File: src/rtl/div_sequencer_pkg.sv
// Shared definitions for the RV32M divide sequencer: op codes, FSM states,
// decode patterns and the per-operation context latched at issue.
package div_sequencer_pkg;

   // funct3[1:0] of the M-extension divide group
   typedef enum logic [1:0] {
      ALU_DIV  = 2'b00,
      ALU_DIVU = 2'b01,
      ALU_REM  = 2'b10,
      ALU_REMU = 2'b11
   } div_op_e;

   typedef enum logic [1:0] {
      DIV_IDLE = 2'd0,
      DIV_CALC = 2'd1,
      DIV_FIX  = 2'd2,
      DIV_DONE = 2'd3
   } div_state_e;

   // R-type OP, funct7=0000001; match under DIV_INST_MASK
   localparam logic [31:0] DIV_INST_MASK = 32'hFE00_707F;
   localparam logic [31:0] DIV_INST      = 32'h0200_4033;
   localparam logic [31:0] DIVU_INST     = 32'h0200_5033;
   localparam logic [31:0] REM_INST      = 32'h0200_6033;
   localparam logic [31:0] REMU_INST     = 32'h0200_7033;

   typedef struct packed {
      logic is_rem;
      logic neg_q;
      logic neg_r;
   } div_ctx_t;

   function automatic logic is_div_inst(input logic [31:0] inst);
      logic [31:0] m;
      m = inst & DIV_INST_MASK;
      return (m == DIV_INST) || (m == DIVU_INST) ||
             (m == REM_INST) || (m == REMU_INST);
   endfunction

endpackage

File: src/rtl/div_step.sv
// One radix-2 restoring divide iteration: shift {R,Q} left, trial-subtract D.
module div_step #(
   parameter int XLEN = 32
) (
   input  logic [XLEN:0]   r,
   input  logic [XLEN-1:0] q,
   input  logic [XLEN-1:0] d,
   output logic [XLEN:0]   r_next,
   output logic [XLEN-1:0] q_next
);

   logic [XLEN:0] r_sh;
   logic [XLEN:0] trial;
   logic          fits;

   assign r_sh  = {r[XLEN-1:0], q[XLEN-1]};
   assign trial = r_sh - {1'b0, d};
   // a bit shifted out of R means the shifted value already exceeds D
   assign fits  = r[XLEN] | ~trial[XLEN];

   assign r_next = fits ? trial : r_sh;
   assign q_next = {q[XLEN-2:0], fits};

endmodule

File: src/rtl/div_sequencer.sv
// Multi-cycle DIV/DIVU/REM/REMU sequencer: magnitude restoring divide,
// sign fix, registered result with a one-cycle done pulse.
module div_sequencer
   import div_sequencer_pkg::*;
#(
   parameter int XLEN = 32
) (
   input  logic            clock,
   input  logic            reset,
   input  logic            start,
   input  logic            kill,
   input  logic [1:0]      op,
   input  logic [XLEN-1:0] opa,
   input  logic [XLEN-1:0] opb,
   output logic            busy,
   output logic            done,
   output logic [XLEN-1:0] result
);

   localparam logic [XLEN-1:0] MIN_NEG = {1'b1, {(XLEN-1){1'b0}}};

   div_state_e      state, state_n;
   logic [4:0]      cnt;
   logic [XLEN:0]   r_q;
   logic [XLEN-1:0] q_q, d_q;
   div_ctx_t        ctx;

   logic            accept, is_signed, a_neg, b_neg;
   logic            fast_zero, fast_ovf, fast;
   logic [XLEN-1:0] mag_a, mag_b, fast_res;
   logic [XLEN:0]   r_step;
   logic [XLEN-1:0] q_step, q_fix, r_fix, fix_res;

   assign accept    = start & ~kill & ((state == DIV_IDLE) | (state == DIV_DONE));
   assign is_signed = ~op[0];
   assign a_neg     = is_signed & opa[XLEN-1];
   assign b_neg     = is_signed & opb[XLEN-1];
   assign mag_a     = a_neg ? -opa : opa;
   assign mag_b     = b_neg ? -opb : opb;

   // divide-by-zero and signed overflow bypass the iteration entirely
   assign fast_zero = (opb == '0);
   assign fast_ovf  = is_signed & (opa == MIN_NEG) & (&opb);
   assign fast      = fast_zero | fast_ovf;
   always_comb begin
      fast_res = '0;
      if (fast_zero)  fast_res = op[1] ? opa : '1;
      else if (fast_ovf) fast_res = op[1] ? '0 : MIN_NEG;
   end

   div_step #(.XLEN(XLEN)) u_step (
      .r      (r_q),
      .q      (q_q),
      .d      (d_q),
      .r_next (r_step),
      .q_next (q_step)
   );

   assign q_fix   = ctx.neg_q ? -q_q : q_q;
   assign r_fix   = ctx.neg_r ? -r_q[XLEN-1:0] : r_q[XLEN-1:0];
   assign fix_res = ctx.is_rem ? r_fix : q_fix;

   assign busy = (state == DIV_CALC) | (state == DIV_FIX);

   always_comb begin
      state_n = state;
      case (state)
         DIV_IDLE, DIV_DONE: begin
            if (accept) state_n = fast ? DIV_DONE : DIV_CALC;
            else        state_n = DIV_IDLE;
         end
         DIV_CALC: if (cnt == 5'd0) state_n = DIV_FIX;
         DIV_FIX:  state_n = DIV_DONE;
         default:  state_n = DIV_IDLE;
      endcase
      if (kill) state_n = DIV_IDLE;
   end

   always_ff @(posedge clock or posedge reset) begin
      if (reset) begin
         state <= DIV_IDLE;
         done  <= 1'b0;
      end else begin
         state <= state_n;
         done  <= (state_n == DIV_DONE);
      end
   end

   always_ff @(posedge clock or posedge reset) begin
      if (reset) begin
         cnt    <= '0;
         r_q    <= '0;
         q_q    <= '0;
         d_q    <= '0;
         ctx    <= '0;
         result <= '0;
      end else begin
         if (accept) begin
            ctx.is_rem <= op[1];
            ctx.neg_q  <= a_neg ^ b_neg;
            ctx.neg_r  <= a_neg;
            cnt        <= 5'd31;
            r_q        <= '0;
            q_q        <= mag_a;
            d_q        <= mag_b;
            if (fast) result <= fast_res;
         end else if (state == DIV_CALC && !kill) begin
            r_q <= r_step;
            q_q <= q_step;
            cnt <= cnt - 5'd1;
         end
         if (state == DIV_FIX && !kill) result <= fix_res;
      end
   end

endmodule
File: config.mk
export PLATFORM = sky130hd
export DESIGN_NAME = div_sequencer
export DESIGN_NICKNAME = d
export VERILOG_FILES = /design/src/rtl/div_sequencer_pkg.sv /design/src/rtl/div_step.sv /design/src/rtl/div_sequencer.sv
export SDC_FILE = /design/constraint.sdc
export NUM_CORES = 1
export LEC_CHECK = 0
export ABC_AREA = 0
export CAP_MARGIN = 20
export CORE_MARGIN = 2
export CORE_UTILIZATION = 40
export DETAILED_ROUTE_END_ITERATION = 8
export PLACE_DENSITY = 0.57
export SLEW_MARGIN = 25
export SYNTH_ARGS = -nofsm -noshare
export SYNTH_HDL_FRONTEND = slang
export SYNTH_HIERARCHICAL = 1
export SYNTH_SLANG_ARGS = --single-unit
File: constraint.sdc
create_clock -name clock -period 13.6 [get_ports clock]
set_clock_uncertainty 0.1 [all_clocks]
set_input_delay 2.72 -clock clock [delete_from_list [all_inputs] [get_ports clock]]
set_output_delay 2.72 -clock clock [all_outputs]
set_load 0.01 [all_outputs]
==> results.cfg <==
[outcome]
outcome = completed

[cells_and_area]
diodes = 0
final_cells = 1824
layout_commonest_cell = nand2_1
drive_gt1_share_pct = 6.39
nets = 1539
final_cell_mix = nand2_1 (176), dfrtp_1 (140), clkdlybuf4s50_1 (103), a21oi_1 (100)
syn_to_final_growth_pct = 14.3

[clocking]
cts_resized = 0
numCtsBuffers = 17
cts_sinks = 140
holdBufCountCts = 0
cts_setup_buffers = 0
path_clk_slew_ps = 60
clockBufferDepth = 2
cts_tree = built
cts_root_buf = clkbuf_16
insertion_delay_ps = 430
cts_max_level = 4

[sta]
period_minus_slack_ps = 5810
hold_ws_ps = 376
hold_violations = 0
setup_viol = 0
fin_tns_setup_ps = 0
maxSlewViolCount = 0
worst_pin_slew_ps = 1000
finalCritPeriodShare_pct = 42.7
relSlewSlack_pct = 33.1
timing.fmax_ghz = 0.172
fin_ws_ps = 7790
rsz0062_at_grt = no

[worst_setup_path]
regToRegEndpoint = r_q[3]$_DFFE_PP0P_
rr_worst_depth = 15
cpLargestDelayFamily = simple AND/OR/NAND/NOR gates
worstPathRequired_ps = 13810
worst-path-buf-inv = 1
crit_type = in -> reg
crit_fanout = 24
worst_setup_path_start_kind = input port
reg2reg_from = q_q[31]$_DFFE_PP0P_
crit_chain = clkdlybuf4s50_1 > or4_1 > nor4_4 > nand4_2 > o22a_1 > and2_4 > a221o_1
worstSetupPathDepth = 7
max_stage_delay_ps = 700
cp_slowest_cell = or4_1
end_kind = flip-flop
arrival_ps = 6020
reg2reg_slack_ps = 9280

[route]
dr.pass1.iters = 7
wl_per_cell_um = 19.0
finalWirelength_mm = 34.7
antenna_left = 0
drtIter0Drc = 748
drc_errors = 0
viasPerCell = 5.66
via_count = 10331

[logic_synthesis]
synth_cell_types = 75
synth-edff-count = 0
synth_area_um2 = 11600
ys_seq_area_share_pct = 30.2
synthFlopType = dfrtp_1
synthesis.nets = 1509
ys_warn_count = 6
ys_async_sr_fraction_pct = 100
ys_ff_latch = 140
syn_area_per_cell_um2 = 8.29
syn_inst = 1397

[floorplanning]
die_y_um = 174
floorplan.initialDensity_pct = 40.5
die_w_um = 174
pin_count = 104
dieArea_um2 = 30300
coreArea_um2 = 28600
row_count = 62

[run]
cap_violations = 0

[global_route]
antenna_found_initial = 0
overflow = 0
grt_pass1_wl_mm = 55.8
grt_pass1_vias = 10055
grt_start_max_net_pins = 84
grt.total_usage_pct = 23.1

[power_and_ir_drop]
power_density_nw_per_um2 = 114
p_leak_nw = 5.75
ir_worst_vdd_mv = 0.0869

[placed_design]
hpwl_mm = 25.7
numPortBuffers = 103
routabilityCongestion = 0.876
place_ws_ps = 7220
dp.cells = 1792

[hold_path]
hold_class = reg -> reg
holdPathEnd = d_q[21]$_DFFE_PP0P_
hold_depth = 2
hold_path_startpoint = d_q[21]$_DFFE_PP0P_
layer usage:
metal	up-vias	GRT usage, %	share of wire, %	routed length (um)
li1	5057	-	-	-
met1	4906	32.6	48	16600
met2	322	37.3	45	15700
met3	46	3.46	5.4	1870
met4	0	5.53	1.6	554
met5	-	0	0	0
cell families (layout without fill, tap and decap cells):
| logic type | count (synthesis) | in the layout | synth area share (%) |
|---|---|---|---|
| AND/OR/NAND/NOR | 447 | 447 | 19.0 |
| multiplexers | 46 | 46 | 5.20 |
| XOR/XNOR | 149 | 149 | 11.3 |
| adder cells (fa/ha/maj) | 42 | 42 | 4.60 |
| AO/OA/AOI/OAI | 399 | 399 | 22.5 |
| buffers and inverters | 174 | 217 | 7.22 |
| flip-flops | 140 | 140 | 30.2 |
registers in the layout, summed over array words and instances (netlist names):
name / count
ctx: 3
q_q: 32
done: 1
cnt: 5
state: 2
r_q: 33
d_q: 32
result: 32
power by group:
part / switching [mW] / internal [mW] / total [mW]
logic: 0.265 / 0.213 / 0.478
clock network: 0.190 / 0.302 / 0.492
registers: 0.0758 / 0.464 / 0.540
total: 0.531 / 0.979 / 1.51
cells in the mapped netlist, types with 5 or more instances:
library cell | number | area, um2
o21a_1 | 8 | 60.1
o31ai_1 | 28 | 210
nor4_1 | 20 | 125
and2_1 | 6 | 37.5
mux2i_1 | 17 | 170
nor3_1 | 19 | 95.1
xor2_1 | 80 | 701
nor3b_1 | 5 | 37.5
buf_6 | 5 | 56.3
a21o_1 | 19 | 143
nand2_1 | 176 | 661
nor2_1 | 91 | 342
ha_1 | 41 | 513
nand3_1 | 16 | 80.1
o41ai_1 | 22 | 193
and3_1 | 14 | 87.6
a211oi_1 | 10 | 75.1
or4_1 | 20 | 150
a22o_1 | 9 | 78.8
nand4_1 | 16 | 100
buf_4 | 32 | 240
nand2b_1 | 14 | 87.6
buf_1 | 5 | 18.8
dfrtp_1 | 140 | 3500
a21oi_1 | 100 | 500
xnor2_1 | 69 | 604
a211o_1 | 22 | 193
a31oi_1 | 24 | 150
o21ai_0 | 89 | 445
mux2_4 | 25 | 375
clkbuf_1 | 55 | 206
nor2b_1 | 11 | 68.8
or3_1 | 13 | 81.3
o211ai_1 | 5 | 37.5
inv_1 | 73 | 274
o22ai_1 | 27 | 169
tightest hold or removal path: stages, from the launching register on:
cell and delay (ps):
dfrtp_1 340, nand2_1 40, o21ai_0 60
layout make-up:
cell class / instances / area [um2]
well taps: 384 / 480
clock inverters: 11 / 141
repair buffers: 112 / 1100
fillers: 2823 / 15400
inverters: 73 / 279
clock buffers: 21 / 470
flip-flops and latches: 140 / 3500
multi-input cells: 1083 / 7260
worst max path at each step:
stage	startpoint	end	slack [ps]
after detailed placement	opb[0]	result[28]$_DFFE_PP0P_	7220
after global routing	opb[15]	result[9]$_DFFE_PP0P_	7660
after CTS	opb[0]	result[18]$_DFFE_PP0P_	7660
final	opb[15]	result[9]$_DFFE_PP0P_	7790
after global placement	opb[0]	result[20]$_DFFE_PP0P_	7320
after floorplan	reset	cnt[0]$_DFFE_PP0P_	7030
per-stage QoR:
stage                     area (um2)  util, %  total power, mW
after detailed placement       12600     44.1             1.02
after global routing           13200     46.2             1.60
after global placement         12600     44.1             1.02
final                          13200     46.2             1.51
after floorplan                11600        -            0.907
after CTS                      13200     46.2             1.51
Note: power is estimated with default switching activity, not from simulation.
==> edit 1: new RTL, config.mk and constraints unchanged <==
`XLEN` is set to 32 in 2 places; all go to 16.
--- a/src/rtl/div_step.sv
+++ b/src/rtl/div_step.sv
@@ -2,3 +2,3 @@
 module div_step #(
-   parameter int XLEN = 32
+   parameter int XLEN = 16
 ) (
--- a/src/rtl/div_sequencer.sv
+++ b/src/rtl/div_sequencer.sv
@@ -5,3 +5,3 @@
 #(
-   parameter int XLEN = 32
+   parameter int XLEN = 16
 ) (
Interface: changed (resized opa, opb and result); port bits go from 104 to 56. No check against the original RTL was run, so the function may have changed too.
==> edit 1 against the original RTL <==
Sequential cell count fell by 64. Area after synthesis is 49% lower. Worst setup slack improved by 0.36 ns. Power shrank 20%. Combinational power rose by 5.0%. Wire length is 51% lower. Global-route usage fell by 1.6 points. Worst hold slack gained 0.0026 ns. Final area fell by 48%. Non-clock buffer count down 52. Via count fell by 49%. Critical endpoint is now result[6]$_DFFE_PP0P_.
==> edit 1: results <==
[power_and_ir_drop]
power.internal_mw = 0.744
ir_worst_vdd_v = 0.0000802

[logic_synthesis]
complex_gate_fraction_of_the_synthesized_area = 0.218
adder_and_majority_gate_portion_of_the_synthesized_area = 0.0559
synth.area.top_cells = "sky130_fd_sc_hd__dfrtp_1 32%, sky130_fd_sc_hd__nand2_1 5.4%, sky130_fd_sc_hd__ha_1 5.3%, sky130_fd_sc_hd__xnor2_1 5.2%, sky130_fd_sc_hd__xor2_1 4.9%"
post_synth_inst_count = 701

[cells_and_area]
seq_cells = 76
largest_reg_flops = 17
bufAreaShareNonClock = 0.0859
nets = 787

[routing]
total_iterations_of_the_first_detailed_routing_run = 5
detail_route.wirelength_microns = 17000
detailroute.wirelength.met3_microns = 810
met2_wirelength_microns = 7450

[worst_setup_path]
setup.reg_to_reg.worst_slack_ns = 10.16
timing.critical_path.from = "opb[0]"
critPathSlowestCell = "sky130_fd_sc_hd__a22oi_1"
critical_path.endpoint = "result[6]$_DFFE_PP0P_"

[timing]
final_period_minus_worst_setup_slack_ns = 5.45
fin_worst_hold_slack_ns = 0.379

[worst_hold_path]
timing.hold.worst_endpoint = "d_q[4]$_DFFE_PP0P_"

[placed_design]
place_hpwl_microns = 12500
numPlacedInstances = 896

[global_routing]
grt_util_met3 = 0.0268
maximum_number_of_pins_on_one_net_before_global_route_repair = 77

[outcome]
outcome = "finished clean"
==> edit 1: changes by cell type after synthesis, moves of 16 or more <==
cell | before | now
sky130_fd_sc_hd__mux2_4 | 25 | 6
sky130_fd_sc_hd__xor2_1 | 80 | 33
sky130_fd_sc_hd__a21oi_1 | 100 | 36
sky130_fd_sc_hd__ha_1 | 41 | 25
sky130_fd_sc_hd__xnor2_1 | 69 | 35
sky130_fd_sc_hd__nor2_1 | 91 | 52
sky130_fd_sc_hd__a21o_1 | 19 | 1
sky130_fd_sc_hd__nand2_1 | 176 | 86
sky130_fd_sc_hd__buf_4 | 32 | 16
sky130_fd_sc_hd__dfrtp_1 | 140 | 76
sky130_fd_sc_hd__clkbuf_1 | 55 | 23
sky130_fd_sc_hd__inv_1 | 73 | 40
sky130_fd_sc_hd__o21ai_0 | 89 | 46
==> edit 2: new RTL, same settings <==
Made on the original files. Put one more register stage on the output `done`, cleared by the reset. The value now appears one clock later. The other outputs are not delayed to match. Comments in the files are not updated.
--- a/src/rtl/div_sequencer.sv
+++ b/src/rtl/div_sequencer.sv
@@ -20,2 +20,4 @@
    localparam logic [XLEN-1:0] MIN_NEG = {1'b1, {(XLEN-1){1'b0}}};
+
+   logic done_s0;
 
@@ -81,6 +83,6 @@
          state <= DIV_IDLE;
-         done  <= 1'b0;
+         done_s0 <= 1'b0;
       end else begin
          state <= state_n;
-         done  <= (state_n == DIV_DONE);
+         done_s0 <= (state_n == DIV_DONE);
       end
@@ -115,2 +117,10 @@
 
+   always_ff @(posedge clock or posedge reset) begin
+      if (reset) begin
+         done <= '0;
+      end else begin
+         done <= done_s0;
+      end
+   end
+
 endmodule
Check against the original RTL: not equivalent (Yosys sat finds a counterexample within 4 cycles, from zero or initial values and one cycle with reset high).
==> edit 2 against the original RTL <==
Worst setup slack worse by 0.19 ns. Final area increased by 0.11%. Sequential cell count increased by 1. Sequential power barely moved. Fmax down 3.1%. Power is 0.65% lower. Area after synthesis up 0.22%. Synthesized cell count about the same. Wire length fell by 0.71%. Critical endpoint is now result[14]$_DFFE_PP0P_. Largest power group unchanged.
==> edit 2: results <==
[routing]
wire_length_per_cell_microns = 18.9
routed_via_density = 5.64
initialDrtViolationCount = 800
vias = 10300

[logic_synthesis]
synth.area.mux_share = 0.0518
complex_gate_fraction_of_the_synthesized_area = 0.224
synth.area.top_cells = "sky130_fd_sc_hd__dfrtp_1 30%, sky130_fd_sc_hd__xor2_1 6.0%, sky130_fd_sc_hd__nand2_1 5.7%, sky130_fd_sc_hd__xnor2_1 5.2%, sky130_fd_sc_hd__ha_1 4.4%"
post_synth_inst_count = 1398
synth_xor_xnor_area_share = 0.112
synth_top_cells_by_count = "176 x sky130_fd_sc_hd__nand2_1, 141 x sky130_fd_sc_hd__dfrtp_1, 100 x sky130_fd_sc_hd__a21oi_1"
synth.net_count = 1510
adder_and_majority_gate_portion_of_the_synthesized_area = 0.0459
synth.yosys.seq_area_share = 0.304

[global_routing]
grt_use_total = 0.229
first_global_vias = 9902
maximum_number_of_pins_on_one_net_before_global_route_repair = 105
wire_length_of_the_first_global_routing_pass_microns = 55400

[cells_and_area]
nets = 1540
final_layout_size_suffix_gt1_frac = 0.0618
filler_cell_count = 2835
antenna_cells = 0

[worst_setup_path]
timing.critical_path.from = "opb[0]"
critical_path.max_fanout = 15
crit_arrival_ns = 6.26
critPathSlowestCell = "sky130_fd_sc_hd__nor4_1"
setup.reg_to_reg.worst_slack_ns = 9.36
critical_path.endpoint = "result[14]$_DFFE_PP0P_"
critical-path-max-stage-delay_ns = 0.94

[placed_design]
dpl_cell_area_sq_um = 12600
place_hpwl_microns = 25500
placer_s_final_routability_congestion_estimate = 0.896
dpl_worst_slack_ns = 7.29

[power_and_ir_drop]
power.static_leakage_nw = 5.76
ir_worst_vdd_v = 0.0000895

[worst_hold_path]
whs_path_depth = 0
worst_hold_startpoint = "done_s0$_DFF_PP0_"
timing.hold.worst_endpoint = "done$_DFF_PP0_"

[clock_network]
cts_root_buf = "sky130_fd_sc_hd__clkbuf_16"

[timing]
max_freq_mhz = 167
fin_worst_hold_slack_ns = 0.248
worst_slew_pin_slew_ns = 1.09

[outcome]
outcome = "finished clean"
edit 2: area by class of cell:
| type | instances | area, sq um | area share |
|---|---|---|---|
| timing repair buffer | 112 | 1120 | 0.0844 |
| inverter | 73 | 279 | 0.0211 |
| clock buffer | 19 | 443 | 0.0334 |
| tap | 384 | 480 | 0.0363 |
| sequential | 141 | 3530 | 0.266 |
| clock inverter | 11 | 145 | 0.0110 |
| multi-input combinational | 1083 | 7260 | 0.548 |
edit 2: report_power, final:
part	internal, mW	switching, mW	leakage [nW]
clock	0.291	0.189	0.281
combinational	0.214	0.265	3.67
sequential	0.467	0.0746	1.80
total	0.971	0.529	5.76
edit 2: layer usage:
| layer | track usage | up-vias | wire length (microns) |
|---|---|---|---|
| met1 | 0.328 | 4874 | 16600 |
| met3 | 0.0341 | 49 | 1680 |
| li1 | - | 5054 | - |
| met4 | 0.0595 | 0 | 603 |
| met2 | 0.362 | 304 | 15600 |
| met5 | 0 | - | 0 |
